<file path="config.mk">
export PLATFORM = sky130hd
export DESIGN_NAME = bram_row_reader
export DESIGN_NICKNAME = d
export VERILOG_FILES = /design/src/rtl/bram_row_reader.sv
export SDC_FILE = /design/constraint.sdc
export NUM_CORES = 1
export LEC_CHECK = 0
export BUFFER_PORTS_ARGS = -buffer_cell sky130_fd_sc_hd__buf_2
export CELL_PAD_IN_SITES_DETAIL_PLACEMENT = 1
export CELL_PAD_IN_SITES_GLOBAL_PLACEMENT = 1
export CORE_AREA = 5 5 132 134
export DETAILED_ROUTE_END_ITERATION = 7
export DIE_AREA = 0 0 137 139
export GPL_TIMING_DRIVEN = 0
export HOLD_SLACK_MARGIN = 0.05
export PLACE_DENSITY_LB_ADDON = 0.05
export SYNTH_ARGS = -nofsm -noshare
export SYNTH_HDL_FRONTEND = slang
export SYNTH_SLANG_ARGS = --single-unit
</file>
<file path="constraint.sdc">
create_clock -name clk -period 2.9 [get_ports clk]
set_input_delay 0.29 -clock clk [delete_from_list [all_inputs] [get_ports clk]]
set_output_delay 0.29 -clock clk [all_outputs]
set_load 0.05 [all_outputs]
</file>
<file path="src/rtl/bram_row_reader.sv">
// bram_row_reader: read-side sequencer for bram_coupler. It waits for the
// coupler's full flag, sweeps read addresses 0..len-1 and streams the words.
// Ports:
//   clk, rst        clock, async active-low reset
//   row_width,start sweep length (sampled on accepted start) and start pulse
//   full            coupler full flag
//   r_add, r_en     read address / strobe to the coupler (registered)
//   data_out, valid coupler read data and its valid
//   m_data, m_valid, m_ready  downstream valid/ready stream (FIFO head)
//   busy, done, err not-idle flag, end-of-sweep pulse, sticky spurious-valid
module bram_row_reader #(
    parameter int BUS_WIDTH     = 32,
    parameter int ROWS          = 1,
    parameter int MAX_ROW_WIDTH = 1024,
    parameter int ADDR_WIDTH    = 10,
    parameter int FIFO_DEPTH    = 4
) (
    input  logic                      clk,
    input  logic                      rst,
    input  logic [ADDR_WIDTH:0]       row_width,
    input  logic                      start,
    input  logic                      full,
    output logic [ADDR_WIDTH-1:0]     r_add,
    output logic                      r_en,
    input  logic [ROWS*BUS_WIDTH-1:0] data_out,
    input  logic                      valid,
    output logic [ROWS*BUS_WIDTH-1:0] m_data,
    output logic                      m_valid,
    input  logic                      m_ready,
    output logic                      busy,
    output logic                      done,
    output logic                      err
);

    localparam int DW = ROWS * BUS_WIDTH;
    localparam int PW = $clog2(FIFO_DEPTH);
    localparam int CW = PW + 1;
    localparam int AW = ADDR_WIDTH + 1;

    localparam logic [2:0] S_IDLE  = 3'd0;
    localparam logic [2:0] S_WAIT  = 3'd1;
    localparam logic [2:0] S_ISSUE = 3'd2;
    localparam logic [2:0] S_DRAIN = 3'd3;
    localparam logic [2:0] S_DONE  = 3'd4;

    logic [2:0]            state_q, state_d;
    logic [AW-1:0]         len_q, len_d;
    logic [AW-1:0]         addr_q, addr_d;
    logic [AW-1:0]         len_in;
    logic                  r_en_q;
    logic [ADDR_WIDTH-1:0] r_add_q;
    logic                  busy_q;
    logic                  done_q;
    logic                  err_q;
    logic [CW-1:0]         outst_q, outst_d;
    logic [CW-1:0]         cnt_q, cnt_d;
    logic [PW-1:0]         wr_q, rd_q;
    logic [DW-1:0]         mem [FIFO_DEPTH];

    logic                  issue;
    logic                  last;
    logic                  credit;
    logic [CW+1:0]         used;
    logic                  push;
    logic                  pop;

    assign len_in = (row_width > AW'(MAX_ROW_WIDTH)) ? AW'(MAX_ROW_WIDTH)
                                                     : row_width;

    // Every read whose data could still land in the FIFO holds a slot:
    // buffered words, reads in flight, and the strobe now on the wire.
    assign used   = (CW+2)'(cnt_q) + (CW+2)'(outst_q) + (CW+2)'(r_en_q);
    assign credit = used < (CW+2)'(FIFO_DEPTH);
    assign last   = addr_q == (len_q - AW'(1));

    assign push = valid && (outst_q != '0);
    assign pop  = m_valid && m_ready;

    always_comb begin
        state_d = state_q;
        len_d   = len_q;
        addr_d  = addr_q;
        issue   = 1'b0;
        unique case (state_q)
            S_IDLE: begin
                if (start) begin
                    len_d   = len_in;
                    addr_d  = '0;
                    state_d = (len_in == '0) ? S_DONE : S_WAIT;
                end
            end
            S_WAIT: begin
                // First read goes out in the same cycle full is seen.
                if (full) begin
                    state_d = S_ISSUE;
                    issue   = credit;
                end
            end
            S_ISSUE: issue = credit;
            S_DRAIN: begin
                if (outst_q == '0 && !r_en_q && cnt_q == '0) begin
                    state_d = S_DONE;
                end
            end
            S_DONE:  state_d = S_IDLE;
            default: state_d = S_IDLE;
        endcase
        if (issue) begin
            addr_d = addr_q + AW'(1);
            if (last) begin
                state_d = S_DRAIN;
            end
        end
    end

    assign outst_d = outst_q + CW'(r_en_q) - CW'(push);
    assign cnt_d   = cnt_q + CW'(push) - CW'(pop);

    always_ff @(posedge clk or negedge rst) begin
        if (!rst) begin
            state_q <= S_IDLE;
            len_q   <= '0;
            addr_q  <= '0;
            r_en_q  <= 1'b0;
            r_add_q <= '0;
            busy_q  <= 1'b0;
            done_q  <= 1'b0;
            err_q   <= 1'b0;
            outst_q <= '0;
            cnt_q   <= '0;
            wr_q    <= '0;
            rd_q    <= '0;
        end else begin
            state_q <= state_d;
            len_q   <= len_d;
            addr_q  <= addr_d;
            r_en_q  <= issue;
            if (issue) begin
                r_add_q <= addr_q[ADDR_WIDTH-1:0];
            end
            busy_q  <= state_d != S_IDLE;
            done_q  <= state_q == S_DONE;
            if (valid && outst_q == '0) begin
                err_q <= 1'b1;
            end
            outst_q <= outst_d;
            cnt_q   <= cnt_d;
            if (push) begin
                wr_q <= wr_q + PW'(1);
            end
            if (pop) begin
                rd_q <= rd_q + PW'(1);
            end
        end
    end

    always_ff @(posedge clk) begin
        if (push) begin
            mem[wr_q] <= data_out;
        end
    end

    assign r_en    = r_en_q;
    assign r_add   = r_add_q;
    assign busy    = busy_q;
    assign done    = done_q;
    assign err     = err_q;
    assign m_valid = cnt_q != '0;
    assign m_data  = m_valid ? mem[rd_q] : '0;

endmodule
</file>
# After elaboration in Yosys (flattened, before gate mapping)
# Memories as Yosys holds them, arrays and structs flattened.
# Cells that the tools add are included.
[word_totals]
ff_bits = 49
ramBits = 128
n_memories = 1
[op_classes]
n_reduce_logical = 17
muxes = 16
n_addsub = 10
order_cmp = 2
eq_ne = 5
[mem_list]
columns = ["memory", "words", "width", "rd", "rd_ports_with_merged_regs", "write_ports", "line", "source"]
rows = [
  ["mem", 4, 32, 1, 0, 1, "58", "logic [DW-1:0] mem [FIFO_DEPTH];"],
]
[op_table]
columns = ["operator", "n"]
rows = [
  ["2-to-1 mux 11 bit", 4],
  ["2-to-1 mux 32 bit", 1],
  ["2-to-1 mux 3 bit", 6],
  ["case mux 3 bit (4 select lines)", 1],
  ["adder 11 x 1 -> 11 bit (second input constant)", 1],
  ["equality test 11 bit", 1],
  ["greater-than comparator 11 bit (second input constant)", 1],
  ["zero test 11 bit", 1],
  ["subtractor 11 x 1 -> 11 bit (second input constant)", 1],
  ["zero test 3 bit", 3],
  ["nonzero test 3 bit", 3],
  ["adder 3 x 1 -> 3 bit", 2],
  ["equality test 3 x 2 -> 1 bit (second input constant)", 2],
  ["subtractor 3 x 1 -> 3 bit", 2],
  ["adder 4 x 1 -> 5 bit", 1],
  ["logical AND 1 bit", 5],
  ["less-than comparator 5 x 3 -> 1 bit (second input constant)", 1],
  ["adder 2 x 1 -> 2 bit (second input constant)", 2],
  ["adder 3 x 3 -> 4 bit", 1],
  ["AND reduction 2 bit", 2],
  ["nonzero test 2 bit", 2],
  ["equality test 3 x 1 -> 1 bit (second input constant)", 1],
  ["equality test 3 bit (second input constant)", 1],
  ["2-to-1 mux 1 bit", 3],
  ["2 further kinds", 2],
]

# Longest topological paths before layout
[depth]
ltp_word = 9
mapped_depth = 11
mapped_depth_nobuf = 10

# Least setup slack after synthesis
# Ideal clock, no wire load.
[synth_timing]
path_kind = "reg-to-reg"
start = "reg cnt_q[1]"
end = "reg cnt_q[2]"
setup_time_ns = 0.123
slack_ns = 0.571
required_time_ns = 2.777
t_arrival_ns = 2.207
stages_incl_launch_ff = 11
cell_sequence = "dfrtp_1 or3_1 clkbuf_1 and2_1 ha_1 inv_1 ha_1 inv_1 fa_1 xnor2_1 xnor2_1"
[synth_between]
elab_chain_cells = 3
word_cells_on_any_way = 4
[synth_rtl]
columns = ["element", "line", "source"]
rows = [
  ["start, declared", "56", "logic [CW-1:0] cnt_q, cnt_d;"],
  ["start signal, assigned", "147", "cnt_q <= cnt_d;"],
  ["nonzero test 3 bit", "168", "assign m_valid = cnt_q != '0;"],
  ["logical AND 1 bit", "77", "assign pop = m_valid && m_ready;"],
  ["net pop", "65", "logic pop;"],
  ["subtractor 3 x 1 -> 3 bit", "117", "assign cnt_d = cnt_q + CW'(push) - CW'(pop);"],
  ["net cnt_d[2]", "56", ""],
]
# The timed path passes the listed nets, and every way through them passes these cells.
# A chain may end at the register's enable or synchronous reset.

# Final worst setup path
[layout_timing]
start = "reg rd_q[1]"
end = "out m_data[22]"
[layout_between]
elab_chain_cells = 2
[layout_rtl]
columns = ["element", "line", "source"]
rows = [
  ["start, declared", "57", "logic [PW-1:0] wr_q, rd_q;"],
  ["start signal, assigned", "152", "rd_q <= rd_q + PW'(1);"],
  ["memory (4 x 32 bit)", "-", ""],
  ["2-to-1 mux 32 bit", "169", "assign m_data = m_valid ? mem[rd_q] : '0;"],
  ["end, declared", "27", "output logic [ROWS*BUS_WIDTH-1:0] m_data,"],
]
# Every way passes these cells.

==> results.env <==
CRITICAL_PATH.REG2REG.STARTPOINT='cnt_q[1]$_DFF_PN0_'
GRT_USAGE_PCT=17.9
MULTIINPUTGATEAREA_SQ_UM=2290
LAYOUT.CELLS.MOST_COMMON_LIST='128 x sky130_fd_sc_hd__edfxtp_1, 99 x sky130_fd_sc_hd__buf_2, 52 x sky130_fd_sc_hd__nand2_1'
ENDPOINT='m_data[22]'
PATH_CLASS='flop to output port'
STARTPOINT='rd_q[1]$_DFFE_PN0P_'
CTS_HOLD_BUF=0
STARTPOINT_CLASS='flop'
POST_DP_CELL_AREA_SQ_UM=8310
LEFTOVER_OVERFLOW_AT_THE_END_OF_GLOBAL_ROUTING=0
ROUTE.ANTENNA.REMAINING_NETS=0
SYNTHFLOPTYPE='sky130_fd_sc_hd__edfxtp_1'
FINAL-MAX-SLEW-VIOLATION-COUNT=0
RESULT_OF_THE_RUN='finished clean'
WIRE_LENGTH_OF_THE_FIRST_GLOBAL_ROUTING_PASS_UM=26100
GRT_START_MAX_NET_PINS=50
CTS_INSERTED_BUFFERS=17
CTS_TREE='built'
CRIT_PATH_TOP_DELAY_CELL='sky130_fd_sc_hd__clkbuf_1'
GP_ROUTABILITY_CONGESTION=0.768
FIRST_GLOBAL_VIAS=4924
YS_SEQ_AREA_SHARE_PCT=67.5
PLACED_CELLS_INCL_TAPS=797
LAYOUT.NETS=659
CLOCK_TREE.BUFFER_DEPTH=2
SYNTH_AREA_SQ_UM=7510
CP.ARRIVAL_PS=2430
POST_CTS_RESIZED=2
AVERAGE_CELL_AREA_AFTER_SYNTHESIS_SQ_UM=15.7
MAX_STAGE_DELAY_PS=610
NUM_VIAS=4373
YOSYSWARNINGS=0
WORST_R2R_ENDPOINT='cnt_q[2]$_DFF_PN0_'
CP.REQUIRED_PS=2610
GRT_ANTENNA_BEFORE_REPAIR=0
UNREPAIRED_SETUP_ENDPOINTS_AFTER_GLOBAL_ROUTING='no'
TOTAL_DIE_AREA_SQ_UM=19000
MAX-VDD-IR-DROP_mV=0.474
FLOORPLAN.DIE.WIDTH_UM=137
WORSTHOLDPATHTYPE='input pin to asynchronous set/reset pin'
POST_SYNTH_NUM_CELL_TYPES=51
HPWL_AFTER_DETAILED_PLACEMENT_UM=11000
WORST_PATH_MOST_REPEATED_CELL='sky130_fd_sc_hd__clkbuf_1'
SYN-NUM-NETS=544
FINALNONFILLERCELLS=828
DIODES=0
WORSTSKEWPAIRLATENCY_PS=420
TIMING.REG2REG.WORST_PATH_DEPTH=10
INTERNAL_REG_TO_REG_SETUP_SLACK_PS=230
POSTSYNTHCELLCOUNT=480
SYNTH-EDFF-COUNT=128
CAP_VIOL_MAX_COUNT=0
LAYOUT_WORST_PATH_CYCLE_SHARE_PCT=93.9
HOLD_VIOL_FINAL=0
IOPINCOUNT=96
PERIOD_MINUS_SLACK_PS=2720
POST-CTS-SETUP-BUFFERS=0
POST_ROUTE_CLOCK_SKEW_PS=8.64
MOSTFREQUENTLAYOUTCELL='sky130_fd_sc_hd__edfxtp_1'
CORE-AREA_SQ_UM=16200
CP-END-KIND='output port'
YS_FF_LATCH=177
WORST-SLEW-PIN-TRANSITION_PS=1090
SETUP_VIOL=0
CLKTRANSATPATHREGS_PS=60
SLEW_HEADROOM_PCT=27.0
FINAL_CELL_AREA_SQ_UM=8910
ROUTE.DETAILED.DRC=0
POWER.TOTAL_mW=10.4
STD_CELL_ROWS=47
HTREEDEPTH=4
SYN_TO_FINAL_GROWTH_PCT=18.6
DRT_PRE_ANTENNA_ITERS=4
DETAIL_ROUTE.WL_PER_CELL_UM=19.5
ROOT_BUFFER='sky130_fd_sc_hd__clkbuf_16'
DRT_ITER0_MARKERS=182
FINAL_TOTAL_NEGATIVE_SETUP_SLACK_PS=0
INITIAL_CORE_UTIL_PCT=46.5
FMAX_MHz=367
FINAL.FILL_COUNT=1559
FINAL_LAYOUT_SIZE_SUFFIX_GT1_SHARE_PCT=28.8
TOTAL_POWER_PER_UNIT_CELL_AREA_nW_PER_UM2=1170
DETAIL_ROUTE.VIAS_PER_CELL=5.28
SYNTHARSTFLOPSHARE_PCT=27.7
WORSTPATHCELLLIST='clkbuf_1, clkbuf_1, mux4_2, and2_1, buf_2'
DRT-TOTAL-WL_UM=16200
DIE_HEIGHT_UM=139
REGISTER_AREA_SQ_UM=5070
CRIT_FANOUT=10
CELLLEAKAGEPOWER_nW=3.47
CTS.SINKS=177
PORT_BUFFERS=95
FINALCOREUTILIZATION_PCT=55.1
state kept, by name, indices dropped and copies added (netlist names):
signal	flops
addr_q	11
busy	1
cnt_q	3
done	1
err	1
len_q	11
mem	128
outst_q	3
r_add	10
r_en	1
rd_q	2
state_q	3
wr_q	2
report_power, final:
part           total (mW)  leakage, nW  switching (mW)  internal (mW)
Combinational        4.46         1.38            2.94           1.53
Sequential           3.60         1.81           0.292           3.31
Clock                2.36        0.290           0.918           1.44
Total                10.4         3.47            4.15           6.28
Yosys cell counts, types with 3 or more instances:
library cell,n,area [sq um]
sky130_fd_sc_hd__a21oi_1,5,25.0
sky130_fd_sc_hd__a22o_1,5,43.8
sky130_fd_sc_hd__a31oi_1,3,18.8
sky130_fd_sc_hd__and2_1,34,213
sky130_fd_sc_hd__and3_1,8,50.1
sky130_fd_sc_hd__buf_2,6,30.0
sky130_fd_sc_hd__clkbuf_1,17,63.8
sky130_fd_sc_hd__dfrtp_1,49,1230
sky130_fd_sc_hd__edfxtp_1,128,3840
sky130_fd_sc_hd__ha_1,13,163
sky130_fd_sc_hd__inv_1,13,48.8
sky130_fd_sc_hd__mux2i_1,6,60.1
sky130_fd_sc_hd__mux4_2,32,721
sky130_fd_sc_hd__nand2_1,52,195
sky130_fd_sc_hd__nand2b_1,7,43.8
sky130_fd_sc_hd__nand3_1,12,60.1
sky130_fd_sc_hd__nand3b_1,6,45.0
sky130_fd_sc_hd__nand4_1,4,25.0
sky130_fd_sc_hd__nor2_1,3,11.3
sky130_fd_sc_hd__nor3_1,5,25.0
sky130_fd_sc_hd__o21ai_0,7,35.0
sky130_fd_sc_hd__o21ai_1,8,40.0
sky130_fd_sc_hd__o21bai_1,3,22.5
sky130_fd_sc_hd__xnor2_1,18,158
sky130_fd_sc_hd__xor2_1,5,43.8
routing by layer:
layer | GRT usage (%) | share of wire [%]
met1 | 23.0 | 44
met3 | 4.46 | 3.5
met4 | 5.15 | 1.3
met5 | 0 | 0
met2 | 30.2 | 52
area by class of cell:
| class | instances | area share, % |
|---|---|---|
| sequential | 177 | 56.9 |
| inverter | 15 | 0.632 |
| tap | 220 | 3.09 |
| clock buffer | 22 | 4.98 |
| timing repair buffer | 97 | 5.78 |
| multi-input combinational | 264 | 25.7 |
| clock inverter | 10 | 1.78 |
| buffer | 23 | 1.19 |
worst min path at each step:
stage,cells past startpoint,endpoint,slack (ps),from
4_1_cts,1,mem[2][28]$_DFFE_PP_,60,data_out[28]
5_1_grt,1,mem[2][10]$_DFFE_PP_,60,data_out[10]
3_5_place_dp,1,err$_DFFE_PN0P_,470,err$_DFFE_PN0P_
2_1_floorplan,0,addr_q[0]$_DFFE_PN0P_,-6,rst
3_3_place_gp,2,r_add[4]$_DFFE_PN0P_,460,r_add[4]$_DFFE_PN0P_
6_report,1,len_q[3]$_DFFE_PN0P_,70,rst
through the flow:
step	hold slack, ps	worst slack, ps
after floorplan	-5.59	571
after global placement	456	142
after detailed placement	469	233
after CTS	56.1	73.1
after global routing	58.7	24.0
final	68.9	178
logic make-up after synthesis:
group | count (synthesis) | share of synthesized area, %
fa+ha+maj | 15 | 2.70
xor+xnor | 23 | 2.68
mux | 39 | 10.5
buf+inv | 39 | 2.15
flops | 177 | 67.5
simple gates | 145 | 10.5
compound gates | 42 | 3.95
worst max-delay path, delay by kind of cell (launching register included):
| family | cells | cell delay (ps) |
|---|---|---|
| muxes | 1 | 420 |
| and+or+nand+nor | 1 | 180 |
| DFF | 1 | 320 |
| buffers and inverters | 3 | 1100 |
Note: power is estimated with default switching activity, not from simulation.
